File: config.mk
export PLATFORM = sky130hd
export DESIGN_NAME = nrdiv_seq_ctrl
export DESIGN_NICKNAME = d
export VERILOG_FILES = /design/src/rtl/nrdiv_seq_ctrl.sv
export SDC_FILE = /design/constraint.sdc
export NUM_CORES = 1
export LEC_CHECK = 0
export BUFFER_PORTS_ARGS = -buffer_cell sky130_fd_sc_hd__buf_2
export CAP_MARGIN = 10
export CORE_MARGIN = 2
export CORE_UTILIZATION = 55
export CTS_BUF_LIST = sky130_fd_sc_hd__clkbuf_16
export DETAILED_ROUTE_END_ITERATION = 8
export PLACE_DENSITY = 0.87
export SYNTH_ARGS = -nofsm -noshare
export SYNTH_HDL_FRONTEND = slang
export SYNTH_SLANG_ARGS = --single-unit
File: constraint.sdc
create_clock -name clk -period 2.2 [get_ports clk]
set_input_delay 0.33 -clock clk [delete_from_list [all_inputs] [get_ports clk]]
set_output_delay 0.33 -clock clk [all_outputs]
set_load 0.01 [all_outputs]
File: src/rtl/nrdiv_seq_ctrl.sv
// ---------------------------------------------------------------------------
// nrdiv_seq_ctrl
//   Sequencer for an unsigned non-restoring divider. It runs one shift and
//   add-or-subtract iteration per clock through a single N+1-bit adder, then
//   does one remainder-restore cycle. The result is held until the consumer
//   takes it.
//
//   Operands are taken over a valid/ready handshake. Results are delivered
//   over a valid/ready handshake. Accept and deliver never overlap.
//
//   Optional build macro:
//     NRDIV_EARLY_DBZ_EN - when defined, an accept with divisor==0 goes
//                          straight to DONE with the divide-by-zero result.
//                          When undefined, it takes the normal iteration path
//                          and ends with the same result values.
//
// Parameters
//   N   operand width (2..32)
//   CW  iteration counter width (derived)
//
// Ports
//   clk, rst_n            clock, asynchronous active-low reset
//   in_valid / in_ready   operand handshake
//   dividend, divisor     unsigned operands, sampled on the accept edge only
//   out_valid / out_ready result handshake; out_valid holds until accepted
//   quotient, remainder   result; held until the next restore cycle
//   div_by_zero           divisor was zero for the current result
//   busy                  controller is in any state other than IDLE
// ---------------------------------------------------------------------------
module nrdiv_seq_ctrl #(
    parameter  int N  = 4,
    localparam int CW = $clog2(N + 1)
) (
    input  logic         clk,
    input  logic         rst_n,
    input  logic         in_valid,
    output logic         in_ready,
    input  logic [N-1:0] dividend,
    input  logic [N-1:0] divisor,
    output logic         out_valid,
    input  logic         out_ready,
    output logic [N-1:0] quotient,
    output logic [N-1:0] remainder,
    output logic         div_by_zero,
    output logic         busy
);

    typedef enum logic [1:0] {
        IDLE    = 2'd0,
        ITER    = 2'd1,
        RESTORE = 2'd2,
        DONE    = 2'd3
    } state_t;

    localparam logic [CW-1:0] LAST = CW'(N - 1);

    state_t        state;
    logic [N:0]    a;      // signed partial remainder
    logic [N-1:0]  q;
    logic [N-1:0]  yr;
    logic [CW-1:0] cnt;
    logic          dbz;

    logic [N:0]    y_ext;
    logic [N:0]    a_sh;
    logic [N:0]    a_it;
    logic [N:0]    a_rs;

    // One shared add/sub path. The sign of the pre-shift partial remainder
    // selects add or subtract. Intermediate overflow of the shifted value
    // wraps harmlessly mod 2^(N+1), because the post-op value always lies in
    // [-Y, Y).
    always_comb begin
        y_ext = {1'b0, yr};
        a_sh  = {a[N-1:0], q[N-1]};
        a_it  = a[N] ? (a_sh + y_ext) : (a_sh - y_ext);
        a_rs  = a[N] ? (a + y_ext) : a;
    end

    always_ff @(posedge clk or negedge rst_n) begin
        if (!rst_n) begin
            state       <= IDLE;
            a           <= '0;
            q           <= '0;
            yr          <= '0;
            cnt         <= '0;
            dbz         <= 1'b0;
            quotient    <= '0;
            remainder   <= '0;
            div_by_zero <= 1'b0;
            out_valid   <= 1'b0;
            busy        <= 1'b0;
            in_ready    <= 1'b1;
        end else begin
            case (state)
                IDLE: begin
                    if (in_valid) begin
                        a        <= '0;
                        q        <= dividend;
                        yr       <= divisor;
                        cnt      <= '0;
                        dbz      <= (divisor == '0);
                        state    <= ITER;
                        in_ready <= 1'b0;
                        busy     <= 1'b1;
`ifdef NRDIV_EARLY_DBZ_EN
                        // Bypass the iterations. The result is the same one
                        // the full path would produce for a zero divisor.
                        if (divisor == '0) begin
                            state       <= DONE;
                            quotient    <= '1;
                            remainder   <= dividend;
                            div_by_zero <= 1'b1;
                            out_valid   <= 1'b1;
                        end
`endif
                    end
                end

                ITER: begin
                    a   <= a_it;
                    q   <= {q[N-2:0], ~a_it[N]};
                    cnt <= cnt + CW'(1);
                    if (cnt == LAST)
                        state <= RESTORE;
                end

                // Always taken, even when the partial remainder is already
                // non-negative, so that latency stays fixed.
                RESTORE: begin
                    a           <= a_rs;
                    quotient    <= q;
                    remainder   <= a_rs[N-1:0];
                    div_by_zero <= dbz;
                    out_valid   <= 1'b1;
                    state       <= DONE;
                end

                DONE: begin
                    if (out_ready) begin
                        out_valid <= 1'b0;
                        busy      <= 1'b0;
                        in_ready  <= 1'b1;
                        state     <= IDLE;
                    end
                end

                default: state <= IDLE;
            endcase
        end
    end

endmodule

* Word-level counts from Yosys, hierarchy flattened
Cells that the tools add are included.
Storage, ports and cells: output and inout port bits 12, input bits 12, logic and storage cells 55, register bits 31
Cells by class: eq/ne operators 7, reductions and logical operators 12, mux-type cells 19, bitwise logic cells 1, $add $sub $neg 4
Operator list (number):
- two-way mux 5 bit | 3
- case mux 5 bit (3 select lines) | 1
- adder 5 x 4 -> 5 bit | 2
- case mux 2 bit (4 select lines) | 1
- case mux 4 bit (2 select lines) | 1
- AND reduction 2 bit | 4
- two-way mux 2 bit | 3
- inequality test 2 bit (second input constant) | 3
- case mux 1 bit (2 select lines) | 3
- case mux 3 bit (2 select lines) | 1
- AND reduction 3 bit | 2
- nonzero test 2 bit | 3
- subtractor 5 x 4 -> 5 bit | 1
- == test 2 bit (second input constant) | 2
- zero test 4 bit | 1
- two-way mux 1 bit | 4
- two-way mux 4 bit | 1
- adder 3 x 1 -> 3 bit (second input constant) | 1
- == test 3 x 2 -> 1 bit (second input constant) | 1
- two-way mux 3 bit | 1
- nonzero test 3 bit | 1
- == test 2 x 1 -> 1 bit (second input constant) | 1
- zero test 2 bit | 1
- inverter 1 bit | 1

* Longest topological paths before layout
Gate-level depths: netlist (run 1).
word-level depth 4, depth in mapped cells 10, mapped depth without buffers 10

* Worst setup path after synthesis (run 1)
Ideal clock, no wire load.
path type reg-to-reg, from register yr[1], to register q[0], required time 2.081 ns, data arrival time 1.880 ns, setup time 0.119 ns, stages on the path, launching flop included 11, clock period less this slack 2.000 ns, setup slack 0.200 ns, path buffers 0, path through dfrtp_1 inv_1 ha_1 mux2_2 inv_1 fa_1 nor2b_1 o21a_1 o211ai_2 a31oi_1 o21ai_2
Between the ends: word-level cells in the longest chain between the ends 4, elaborated cells between the ends (all ways) 5, those cells by class add/sub (2); mux (2); bitwise (1)
Ends and longest elaborated chain:
- from (decl) | RTL line 60 | logic [N-1:0] yr;
- from (signal assigned) | RTL line 100 | yr <= divisor;
- subtractor 5 x 4 -> 5 bit / adder 5 x 4 -> 5 bit (equally long branches) | RTL line 76 | a_it = a[N] ? (a_sh + y_ext) : (a_sh - y_ext);
- two-way mux 5 bit (*) | RTL line 76
- inverter 1 bit (*) | RTL line 122 | q <= {q[N-2:0], ~a_it[N]};
- case mux 4 bit (2 select lines) (*) | RTL line 95 | case (state)
- to (signal assigned) | RTL line 99 | q <= dividend;
- to (signal assigned) | RTL line 122
- to (decl) | RTL line 59 | logic [N-1:0] q;
Mark *: on every way between the ends. The rest lies on a longest branch, timed or not. A chain may end at the register's enable or synchronous reset.

* Final worst setup path (run 1)
Ends and elaborated chain as after synthesis.

==> results of run 1 <==
==> how the worst min path moves through the flow <==
| stage | startpoint | cells after the start | slack, ns | endpoint |
|---|---|---|---|---|
| after floorplan | rst_n | 0 | 0.03 | a[0] |
| after global placement | rst_n | 1 | 0.41 | remainder[2] |
| after detailed placement | rst_n | 1 | 0.41 | remainder[2] |
| after CTS | rst_n | 1 | 0.13 | remainder[2] |
| after global routing | rst_n | 1 | 0.16 | remainder[2] |
| final | rst_n | 1 | 0.10 | a[3] |
==> registers in the layout (all words and copies together) (netlist names) <==
signal and cells:
q 4, busy 1, out_valid 1, yr 4
quotient 4, state 2, in_ready 1, dbz 1
remainder 4, cnt 3, a 5, div_by_zero 1
==> kinds of logic (layout without fill, tap and decap cells) <==
family                   count (synthesis)  in the layout  synth area share (%)
AND/OR/NAND/NOR                         39             39                  10.8
buffers and inverters                   22             52                  5.48
flip-flops                              31             31                  42.5
AO/OA/AOI/OAI                           44             44                  15.7
multiplexers                            17             17                  10.1
adder cells (fa/ha/maj)                 17             17                  12.5
XOR/XNOR                                 6              6                  2.88
==> placed cells by master, fill, tap and decap left out, types with 2 or more instances in the layout <==
cell type / instances
sky130_fd_sc_hd__a21o_1: 2
sky130_fd_sc_hd__nor2_1: 6
sky130_fd_sc_hd__a21oi_1: 8
sky130_fd_sc_hd__dfrtp_1: 30
sky130_fd_sc_hd__mux2i_1: 5
sky130_fd_sc_hd__buf_2: 23
sky130_fd_sc_hd__o21ai_0: 9
sky130_fd_sc_hd__buf_4: 4
sky130_fd_sc_hd__o21a_1: 2
sky130_fd_sc_hd__clkbuf_16: 5
sky130_fd_sc_hd__nor3_1: 3
sky130_fd_sc_hd__o21ai_1: 7
sky130_fd_sc_hd__xnor2_1: 3
sky130_fd_sc_hd__nand2_1: 17
sky130_fd_sc_hd__a22o_1: 3
sky130_fd_sc_hd__inv_1: 18
sky130_fd_sc_hd__mux2_2: 11
sky130_fd_sc_hd__ha_1: 15
sky130_fd_sc_hd__nand2b_1: 2
sky130_fd_sc_hd__o21ai_2: 2
sky130_fd_sc_hd__o211ai_1: 3
sky130_fd_sc_hd__nor2b_1: 2
sky130_fd_sc_hd__o2111ai_1: 2
sky130_fd_sc_hd__xor2_1: 3
==> routing by layer <==
metal | wire length, µm | part of all wire [%] | vias to the layer above | global-route usage, %
met5 | 0 | 0 | - | 0
met4 | 59 | 1.6 | 0 | 10.3
met3 | 154 | 4.3 | 4 | 4.62
met2 | 1740 | 48 | 29 | 34.6
met1 | 1640 | 46 | 664 | 30.7
li1 | - | - | 669 | -
==> cell type report <==
class / instances / area (µm²)
Clock inverter: 3 / 12.5
Inverter: 17 / 63.8
Clock buffer: 5 / 125
Sequential cell: 31 / 777
Fill cell: 249 / 966
Multi-Input combinational cell: 123 / 958
Tap cell: 44 / 55.1
Timing Repair Buffer: 27 / 145
==> worst register-to-register path, cell delays in order, from the launching register on <==
cell and delay (ns):
sky130_fd_sc_hd__dfrtp_1 0.34, sky130_fd_sc_hd__inv_1 0.07, sky130_fd_sc_hd__ha_1 0.28, sky130_fd_sc_hd__mux2_2 0.15, sky130_fd_sc_hd__inv_1 0.05, sky130_fd_sc_hd__fa_2 0.35, sky130_fd_sc_hd__nor2b_2 0.15, sky130_fd_sc_hd__o21a_1 0.16
sky130_fd_sc_hd__o211ai_2 0.08, sky130_fd_sc_hd__a31oi_1 0.22, sky130_fd_sc_hd__o21ai_2 0.07
==> power by group through the flow <==
stage               registers [mW]  logic [mW]  clock network, mW
floorplan                     1.03        1.28                  0
global placement              1.00        1.68                  0
detailed placement            1.02        1.74                  0
CTS                           1.01        1.76              0.642
global route                  1.05        1.98              0.669
finish                        1.01        1.77              0.634
==> repair_timing <==
action / in CTS / in global routing
hold buffers: 0 / 0
endpoints found under the hold margin: 0 / 0
gates resized for setup: 0 / 4
setup endpoints to repair: 0 / 1
==> through the flow <==
step	setup slack, ns	hold WS (ns)	area [µm²]	utilization (%)
after floorplan	0.200	0.0344	1830	-
after global placement	0.182	0.412	1990	64.2
after detailed placement	0.118	0.413	1990	64.2
after CTS	0.103	0.127	2130	68.6
after global routing	0.0297	0.162	2140	68.9
final	0.156	0.100	2140	68.9
==> out/results.md, run 1 <==
| Quantity | Reported | Unit |
|---|---|---|
| Total I/O pin count | 24 | - |
| Number of buffers on the longest clock path | 2 | - |
| DRT Pass-1 Iters | 4 | - |
| Synth unique cells | 42 | - |
| Worst VDD drop | 0.000933 | V |
| Most instantiated flip-flop cell in the synthesis netlist | sky130_fd_sc_hd__dfrtp_1 | - |
| Routability-driven placement congestion ratio | 0.900 | - |
| Total wire length after detailed routing | 3.59 | mm |
| Reg-to-reg critical path startpoint | yr[1] | - |
| Sequential element share of the synthesized area | 42.5 | % |
| Sequential group share of total power | 29.6 | % |
| Setup Fix Bufs, Post-CTS | 0 | - |
| TritonCTS clock tree | done | - |
| Final cycle utilization of the critical path | 92.9 | % |
| Proportion of power drawn by combinational gates | 51.8 | % |
| Worst slew margin | 54.3 | % |
| Die area | 3800 | µm² |
| Clock sinks | 31 | - |
| Delay of the slowest cell on the worst path | 0.35 | ns |
| Clock power share | 18.6 | % |
| Source-to-sink clock delay at the later pin of the worst-skew pair | 0.27 | ns |
| Count of cells along the worst register-to-register path | 10 | - |
| Number of I/O port buffers | 23 | - |
| Arrival @ worst endpoint | 2.19 | ns |
| Maximum number of pins on one net before global-route repair | 32 | - |
| Run status | finished, final reports clean | - |
| DRC | 0 | - |
| Clock tree root buffer cell | sky130_fd_sc_hd__clkbuf_16 | - |
| Reg-to-reg setup timing slack | 0.16 | ns |
| Vias in the first global route | 1344 | - |
| WL/cell | 14.4 | µm |
| Crit path kind | register to register | - |
| Most common cell in the synthesized netlist | sky130_fd_sc_hd__dfrtp_1 | - |
| Synth area leaders | sky130_fd_sc_hd__dfrtp_1, sky130_fd_sc_hd__ha_1, sky130_fd_sc_hd__mux2_2 | - |
| Total via count in the routed design | 1366 | - |
| Unrepaired setup endpoints after global routing | no | - |
| Most common cell type on the critical path | sky130_fd_sc_hd__inv_1 | - |
| Global-route total usage across every layer | 22.5 | % |
| Count of mapped cells out of synthesis | 176 | - |
| Post-route non-filler standard cell count | 250 | - |
| Ordered list of cells on the worst path | inv_1, ha_1, mux2_2, inv_1, fa_2, nor2b_2, o21a_1, o211ai_2, a31oi_1, o21ai_2 | - |
| Mean cell area of the mapped netlist | 10.4 | µm² |
| CP max-delay cell | sky130_fd_sc_hd__fa_2 | - |
| Diode count | 0 | - |
| Worst clock skew on the final layout | 0.00278 | ns |
| Syn nets | 205 | - |
| Number of synthesized register bits | 31 | - |
| Internal Pwr Total | 2.05 | mW |
| Critical register-to-register path endpoint | q[0] | - |
| Antenna violations before repair | 0 | - |
| Cell area power density | 1600 | nW/µm² |
| Endpoint class of the critical path | register | - |
| Net switching power of the design | 1.37 | mW |
| Synth-to-layout area growth | 17.0 | % |
| Final setup violation count | 0 | - |
| FP Rows | 20 | - |
| Static Leakage | 1.02 | nW |
| Core region area | 3100 | µm² |
| Inst Count DP | 242 | - |
| Most area-hungry cell type in the Yosys netlist | sky130_fd_sc_hd__dfrtp_1 | - |
| Path length in cells of the critical path | 10 | - |
| Initial core utilization | 58.9 | % |
| Vias per std cell | 5.46 | - |
| End of the critical path | q[0] | - |
| Overall power | 3.41 | mW |
| Most used standard cells in the synthesized netlist | sky130_fd_sc_hd__dfrtp_1, sky130_fd_sc_hd__nand2_1, sky130_fd_sc_hd__inv_1, sky130_fd_sc_hd__ha_1, sky130_fd_sc_hd__mux2_2 | - |
| First-pass GRT wire length | 6.04 | mm |
| Synth warn | 0 | - |
| Die width | 61.6 | µm |
| EDFF count, synth | 0 | - |
| Total congestion overflow | 0 | - |
| Critical Path Source Type | register | - |
| Die Span Y | 61.6 | µm |
| CP Launch Point | yr[1] | - |
| H-tree levels | 2 | - |
| Setup tns final | 0 | ns |
| Number of nets in the finished design | 234 | - |
| Fraction of synthesis flops using an asynchronous set or reset pin | 100 | % |
| Portion of synthesized cell area occupied by the leading cell type | 41.1 | % |
| Fraction of layout cells with a size suffix above 1 | 27.2 | % |
| Hold Fails Final Rpt | 0 | - |
| Num CTS Buffers | 5 | - |
| Transition time of the tightest slew-check pin | 0.686 | ns |
| Type of the worst min-delay path | input pin to asynchronous set/reset pin | - |
| Cell family with most CP delay | adder cells | - |
| Fmax | 0.489 | GHz |
| Final-report max-slew violation count | 0 | - |
| Crit path time final | 2.04 | ns |
| Clock slew at reported path FFs | 0.05 | ns |
| Number of maximum-capacitance constraint violations | 0 | - |
| Fraction of power spent switching nets | 40.0 | % |
| Number of buffer and inverter instances along the worst setup path | 2 | - |
| Half-perimeter wire length after placement | 2.64 | mm |
| Violation count after the first detailed-route iteration | 64 | - |
| Crit Path Max Fanout | 2 | - |
| Endpoint required time on the critical path | 2.34 | ns |
| Mapped cell area | 1830 | µm² |
| DRT antenna net count | 0 | - |
Power figures use the tool's default switching activity.
==> run 2: changes to the inputs <==
--- a/config.mk
+++ b/config.mk
@@ -8,10 +8,10 @@
 export BUFFER_PORTS_ARGS = -buffer_cell sky130_fd_sc_hd__buf_2
 export CAP_MARGIN = 10
 export CORE_MARGIN = 2
-export CORE_UTILIZATION = 55
+export CORE_UTILIZATION = 57
 export CTS_BUF_LIST = sky130_fd_sc_hd__clkbuf_16
 export DETAILED_ROUTE_END_ITERATION = 8
-export PLACE_DENSITY = 0.87
+export PLACE_DENSITY = 0.89
 export SYNTH_ARGS = -nofsm -noshare
 export SYNTH_HDL_FRONTEND = slang
 export SYNTH_SLANG_ARGS = --single-unit
==> out/results.md, run 2 (synthesis results as in run 1) <==
| Quantity | Reported | Unit |
|---|---|---|
| Run status | finished, final reports clean | - |
| DRT antenna net count | 0 | - |
| Die area | 3670 | µm² |
| Maximum number of pins on one net before global-route repair | 32 | - |
| Initial core utilization | 59.8 | % |
| Crit Path Max Fanout | 2 | - |
| Unrepaired setup endpoints after global routing | no | - |
| Type of the worst min-delay path | input pin to asynchronous set/reset pin | - |
| Area used by multi-input combinational logic | 958 | µm² |
| Source-to-sink clock delay at the later pin of the worst-skew pair | 0.28 | ns |
| DRT Pass-1 Iters | 4 | - |
| Final cycle utilization of the critical path | 93.1 | % |
| Synth-to-layout area growth | 17.1 | % |
| Hold Fails Final Rpt | 0 | - |
| Cell area power density | 1620 | nW/µm² |
| Antenna violations before repair | 0 | - |
| Setup tns final | 0 | ns |
| Commonest non-fill, non-tap cells in the layout | sky130_fd_sc_hd__dfrtp_1, sky130_fd_sc_hd__buf_2, sky130_fd_sc_hd__nand2_1, sky130_fd_sc_hd__inv_1, sky130_fd_sc_hd__ha_1 | - |
| Crit path time final | 2.05 | ns |
| Total congestion overflow | 0 | - |
| Diode count | 0 | - |
| Endpoint class of the critical path | register | - |
| Number of nets in the finished design | 234 | - |
| Num CTS Buffers | 5 | - |
| Half-perimeter wire length after placement | 2.69 | mm |
| Total I/O pin count | 24 | - |
| Final setup violation count | 0 | - |
| Clock tree root buffer cell | sky130_fd_sc_hd__clkbuf_16 | - |
| Global-route total usage across every layer | 23.8 | % |
| Total wire length after detailed routing | 3.83 | mm |
| Post-Route Hold Slack | 0.0871 | ns |
| Core region area | 3050 | µm² |
| WL/cell | 15.3 | µm |
| Static Leakage | 1.01 | nW |
| Number of maximum-capacitance constraint violations | 0 | - |
| Fmax | 0.488 | GHz |
| H-tree levels | 2 | - |
| Vias in the first global route | 1367 | - |
| Area occupied by registers | 777 | µm² |
| Arrival @ worst endpoint | 2.20 | ns |
| Clock slew at reported path FFs | 0.05 | ns |
| Number of buffers on the longest clock path | 2 | - |
| Most common cell after layout, fill and taps aside | sky130_fd_sc_hd__dfrtp_1 | - |
| Number of hold buffers added after cts | 0 | - |
| Clock sinks | 31 | - |
| Critical Path Source Type | register | - |
| First-pass GRT wire length | 6.28 | mm |
| Die width | 60.6 | µm |
| Final-report max-slew violation count | 0 | - |
| Die Span Y | 60.6 | µm |
| Vias per std cell | 5.47 | - |
| FP Rows | 20 | - |
| DRC | 0 | - |
| Crit path kind | register to register | - |
| Violation count after the first detailed-route iteration | 27 | - |
| Filler Cell Count | 236 | - |
| Register with the highest flop count | a | - |
| Number of I/O port buffers | 23 | - |
| Transition time of the tightest slew-check pin | 0.672 | ns |
| Endpoint required time on the critical path | 2.35 | ns |
| TritonCTS clock tree | done | - |
| Worst clock skew on the final layout | 0.00519 | ns |
| Worst slew margin | 55.2 | % |
| Routability-driven placement congestion ratio | 0.809 | - |
| Total via count in the routed design | 1367 | - |
| Number of flip-flops in the largest register | 5 | - |
| Reg-to-reg setup timing slack | 0.15 | ns |
| Fraction of layout cells with a size suffix above 1 | 27.2 | % |
| Worst VDD drop | 0.00110 | V |
[run 2: layout make-up]
class,instances,share of cell area (%)
multi-input combinational,123,44.8
clock buffer,5,5.85
tap,44,2.57
sequential,31,36.3
clock inverter,3,0.702
inverter,17,2.98
timing repair buffer,27,6.78
[run 2: power breakdown]
group / switching (mW) / total (mW) / leakage [nW] / internal, mW
clock network: 0.234 / 0.643 / 0.0649 / 0.409
logic: 0.993 / 1.81 / 0.558 / 0.817
registers: 0.189 / 1.01 / 0.386 / 0.821
total: 1.42 / 3.46 / 1.01 / 2.05
[run 2: critical path, cell delays in order, from the launching register on]
cell	delay [ns]
sky130_fd_sc_hd__dfrtp_1	0.33
sky130_fd_sc_hd__inv_1	0.07
sky130_fd_sc_hd__ha_1	0.27
sky130_fd_sc_hd__mux2_2	0.15
sky130_fd_sc_hd__inv_1	0.06
sky130_fd_sc_hd__fa_2	0.37
sky130_fd_sc_hd__nor2b_2	0.16
sky130_fd_sc_hd__o21a_1	0.16
sky130_fd_sc_hd__o211ai_2	0.08
sky130_fd_sc_hd__a31oi_1	0.21
sky130_fd_sc_hd__o21ai_2	0.06
[run 2: per-layer routing]
layer / vias up / track usage [%] / part of all wire (%)
li1: 674 / - / -
met1: 661 / 30.5 / 45
met2: 24 / 37.9 / 49
met3: 8 / 6.82 / 4.0
met4: 0 / 9.94 / 1.8
met5: - / 0 / 0
[run 2: path summary, 6_finish.rpt]
path,from,to,depth (start not counted)
max,yr[1],q[0],10
min,rst_n,remainder[1],1
max reg2reg,yr[1],q[0],10
min reg2reg,cnt[2],cnt[2],2
max in group asynchronous,rst_n,yr[1],1
min in group clk,out_ready,out_valid,2
[run 2: timing repair]
action                     4_1_cts  5_1_grt
resized for setup                0        4
setup endpoints to repair        0        1
setup buffers                    0        0
[run 2: metrics by stage]
stage	worst slack [ns]	cell area, µm²	cells	power, mW	util [%]
CTS	0.0801	2130	250	3.43	69.8
floorplan	0.200	1830	176	2.31	-
finish	0.151	2140	250	3.46	70.1
global route	0.0125	2140	250	3.76	70.1
detailed placement	0.0916	1990	242	2.76	65.2
global placement	0.190	1990	242	2.68	65.2
==> run 3: changes to the inputs <==
--- a/config.mk
+++ b/config.mk
@@ -12,6 +12,7 @@
 export CTS_BUF_LIST = sky130_fd_sc_hd__clkbuf_16
 export DETAILED_ROUTE_END_ITERATION = 8
 export PLACE_DENSITY = 0.89
+export SKIP_LAST_GASP = 1
 export SYNTH_ARGS = -nofsm -noshare
 export SYNTH_HDL_FRONTEND = slang
 export SYNTH_SLANG_ARGS = --single-unit
==> constraint.sdc (replaced) <==
create_clock -name clk -period 1.9 [get_ports clk]
set_input_delay 0.285 -clock clk [delete_from_list [all_inputs] [get_ports clk]]
set_output_delay 0.285 -clock clk [all_outputs]
set_load 0.01 [all_outputs]
==> out/results.md, run 3 (synthesis results as in run 1) <==
| Quantity | Reported | Unit |
|---|---|---|
| Run status | finished with violations | - |
| Failing checks | setup timing | - |
| Clock tree root buffer cell | sky130_fd_sc_hd__clkbuf_16 | - |
| Source-to-sink clock delay at the later pin of the worst-skew pair | 0.28 | ns |
| Global routing usage on met3 | 5.76 | % |
| DRT antenna net count | 0 | - |
| Worst clock skew on the final layout | 0.00699 | ns |
| Num CTS Buffers | 5 | - |
| Static Leakage | 1.07 | nW |
| WL/cell | 15.6 | µm |
| Die Span Y | 60.6 | µm |
| Transition time of the tightest slew-check pin | 0.702 | ns |
| Delay of the slowest cell on the worst path | 0.37 | ns |
| Crit Path Max Fanout | 2 | - |
| Number of I/O port buffers | 23 | - |
| Highest-utilization routing layer at the global route stage | met2 | - |
| Number of buffer and inverter instances along the worst setup path | 2 | - |
| Number of maximum-capacitance constraint violations | 0 | - |
| Most common cell after layout, fill and taps aside | sky130_fd_sc_hd__dfrtp_1 | - |
| Diode count | 0 | - |
| Arrival @ worst endpoint | 2.17 | ns |
| Met1 track demand over resource | 31.8 | % |
| Register with the highest flop count | a | - |
| Maximum number of pins on one net before global-route repair | 32 | - |
| Cell family with most CP delay | adder cells | - |
| TritonCTS clock tree | done | - |
| Unrepaired setup endpoints after global routing | yes | - |
| Initial core utilization | 59.8 | % |
| Routability-driven placement congestion ratio | 0.898 | - |
| Reg-to-reg setup timing slack | -0.13 | ns |
| Global-route total usage across every layer | 25.4 | % |
| Cell area power density | 1930 | nW/µm² |
| Fraction of the core area covered by cells at the end of the flow | 74.9 | % |
| FP Rows | 20 | - |
| Worst Slack Setup Final | -0.132 | ns |
| Inst Count DP | 251 | - |
| Type of the worst min-delay path | input pin to asynchronous set/reset pin | - |
| Die width | 60.6 | µm |
| Critical Path Source Type | register | - |
| DRC | 0 | - |
| First-pass GRT wire length | 6.62 | mm |
| Total I/O pin count | 24 | - |
| DRT Pass-1 Iters | 4 | - |
| Endpoint required time on the critical path | 2.04 | ns |
| Number of nets in the finished design | 245 | - |
| Clock slew at reported path FFs | 0.05 | ns |
| Worst slew margin | 53.2 | % |
| Half-perimeter wire length after placement | 2.87 | mm |
| Ordered list of cells on the worst path | inv_2, ha_4, mux2_4, inv_2, fa_2, nor2b_2, o21a_1, o211ai_2, a31oi_1, o21ai_2 | - |
| Total via count in the routed design | 1469 | - |
| Reg-to-reg critical path startpoint | yr[1] | - |
| Number of hold buffers added after cts | 0 | - |
| Met2 Track Usage GR | 42.4 | % |
| CP max-delay cell | sky130_fd_sc_hd__fa_2 | - |
| Vias per std cell | 5.63 | - |
| Synth-to-layout area growth | 25.2 | % |
| Violation count after the first detailed-route iteration | 38 | - |
| Fraction of layout cells with a size suffix above 1 | 35.5 | % |
| Total congestion overflow | 0 | - |
| Antenna violations before repair | 0 | - |
| Clock sinks | 31 | - |
| Most common cell type on the critical path | sky130_fd_sc_hd__inv_2 | - |
| Final-report max-slew violation count | 0 | - |
| H-tree levels | 2 | - |
| Number of flip-flops in the largest register | 5 | - |
| Number of buffers on the longest clock path | 2 | - |
| Final cycle utilization of the critical path | 107 | % |
| Core region area | 3050 | µm² |
| Vias in the first global route | 1435 | - |
| Critical register-to-register path endpoint | q[0] | - |
| Total wire length after detailed routing | 4.08 | mm |
| Crit path time final | 2.03 | ns |
| Commonest non-fill, non-tap cells in the layout | sky130_fd_sc_hd__dfrtp_1, sky130_fd_sc_hd__buf_2, sky130_fd_sc_hd__nand2_1, sky130_fd_sc_hd__buf_4, sky130_fd_sc_hd__inv_1 | - |
| Endpoint class of the critical path | register | - |
| Die area | 3670 | µm² |
| Hold Fails Final Rpt | 0 | - |
| Overall power | 4.40 | mW |
| Count of cells along the worst register-to-register path | 10 | - |
| Post-route non-filler standard cell count | 261 | - |
| Final setup violation count | 4 | - |
| Worst VDD drop | 0.00103 | V |
| Fmax | 0.492 | GHz |
| Crit path kind | register to register | - |
==> run 3: changes by cell type in the layout (fill, tap and decap cells not counted), sizes merged <==
cell,delta
inv,+1
clkinvlp,-1
buf,+11
==> run 3: layer usage <==
layer	vias to the layer above	wire [µm]
met3	5	272
li1	696	-
met1	718	1620
met4	0	53
met5	-	0
met2	50	2130
==> run 3: worst reg2reg max path, stage by stage (launching register included) <==
cell and delay, ns:
sky130_fd_sc_hd__dfrtp_1 0.36, sky130_fd_sc_hd__inv_2 0.06, sky130_fd_sc_hd__ha_4 0.26, sky130_fd_sc_hd__mux2_4 0.15
sky130_fd_sc_hd__inv_2 0.04, sky130_fd_sc_hd__fa_2 0.37, sky130_fd_sc_hd__nor2b_2 0.16, sky130_fd_sc_hd__o21a_1 0.15
sky130_fd_sc_hd__o211ai_2 0.07, sky130_fd_sc_hd__a31oi_1 0.22, sky130_fd_sc_hd__o21ai_2 0.07
==> run 3: final cells by class <==
cell class / instances / area [µm²]
well taps: 44 / 55.1
fillers: 207 / 766
multi-input cells: 123 / 1030
repair buffers: 38 / 228
inverters: 17 / 63.8
clock inverters: 3 / 11.3
clock buffers: 5 / 125
flip-flops and latches: 31 / 777
==> run 3: per-stage QoR <==
| step | setup slack [ns] | setup TNS [ns] | cell area (µm²) | hold slack [ns] |
|---|---|---|---|---|
| global route | -0.212 | -0.665 | 2290 | 0.110 |
| finish | -0.132 | -0.268 | 2290 | 0.0486 |
| detailed placement | -0.120 | -0.279 | 2060 | 0.372 |
| global placement | -0.0376 | -0.0376 | 2060 | 0.361 |
| CTS | -0.110 | -0.225 | 2230 | 0.0784 |
| floorplan | -0.0286 | -0.0286 | 1830 | -0.0106 |
==> run 3: how the worst max path moves through the flow <==
stage               startpoint  endpoint  slack (ns)  depth (start not counted)
floorplan                yr[1]      q[0]       -0.03                         10
global placement         yr[0]      q[0]       -0.04                         10
detailed placement       yr[0]      q[0]       -0.12                         10
CTS                      yr[1]      q[0]       -0.11                         10
global route             yr[1]      q[0]       -0.21                         10
finish                   yr[1]      q[0]       -0.13                         10
==> run 3: power breakdown <==
group	leakage, nW	switching, mW	internal [mW]
clock network	0.0701	0.264	0.469
logic	0.617	1.29	1.20
registers	0.386	0.225	0.951
==> run 3: timing repair <==
action,in CTS,in global routing
setup endpoints to repair,4,6
hold endpoints to repair,0,0
gates resized for setup,7,9
gates cloned,0,0
buffers inserted,1,2
pin swaps,2,9
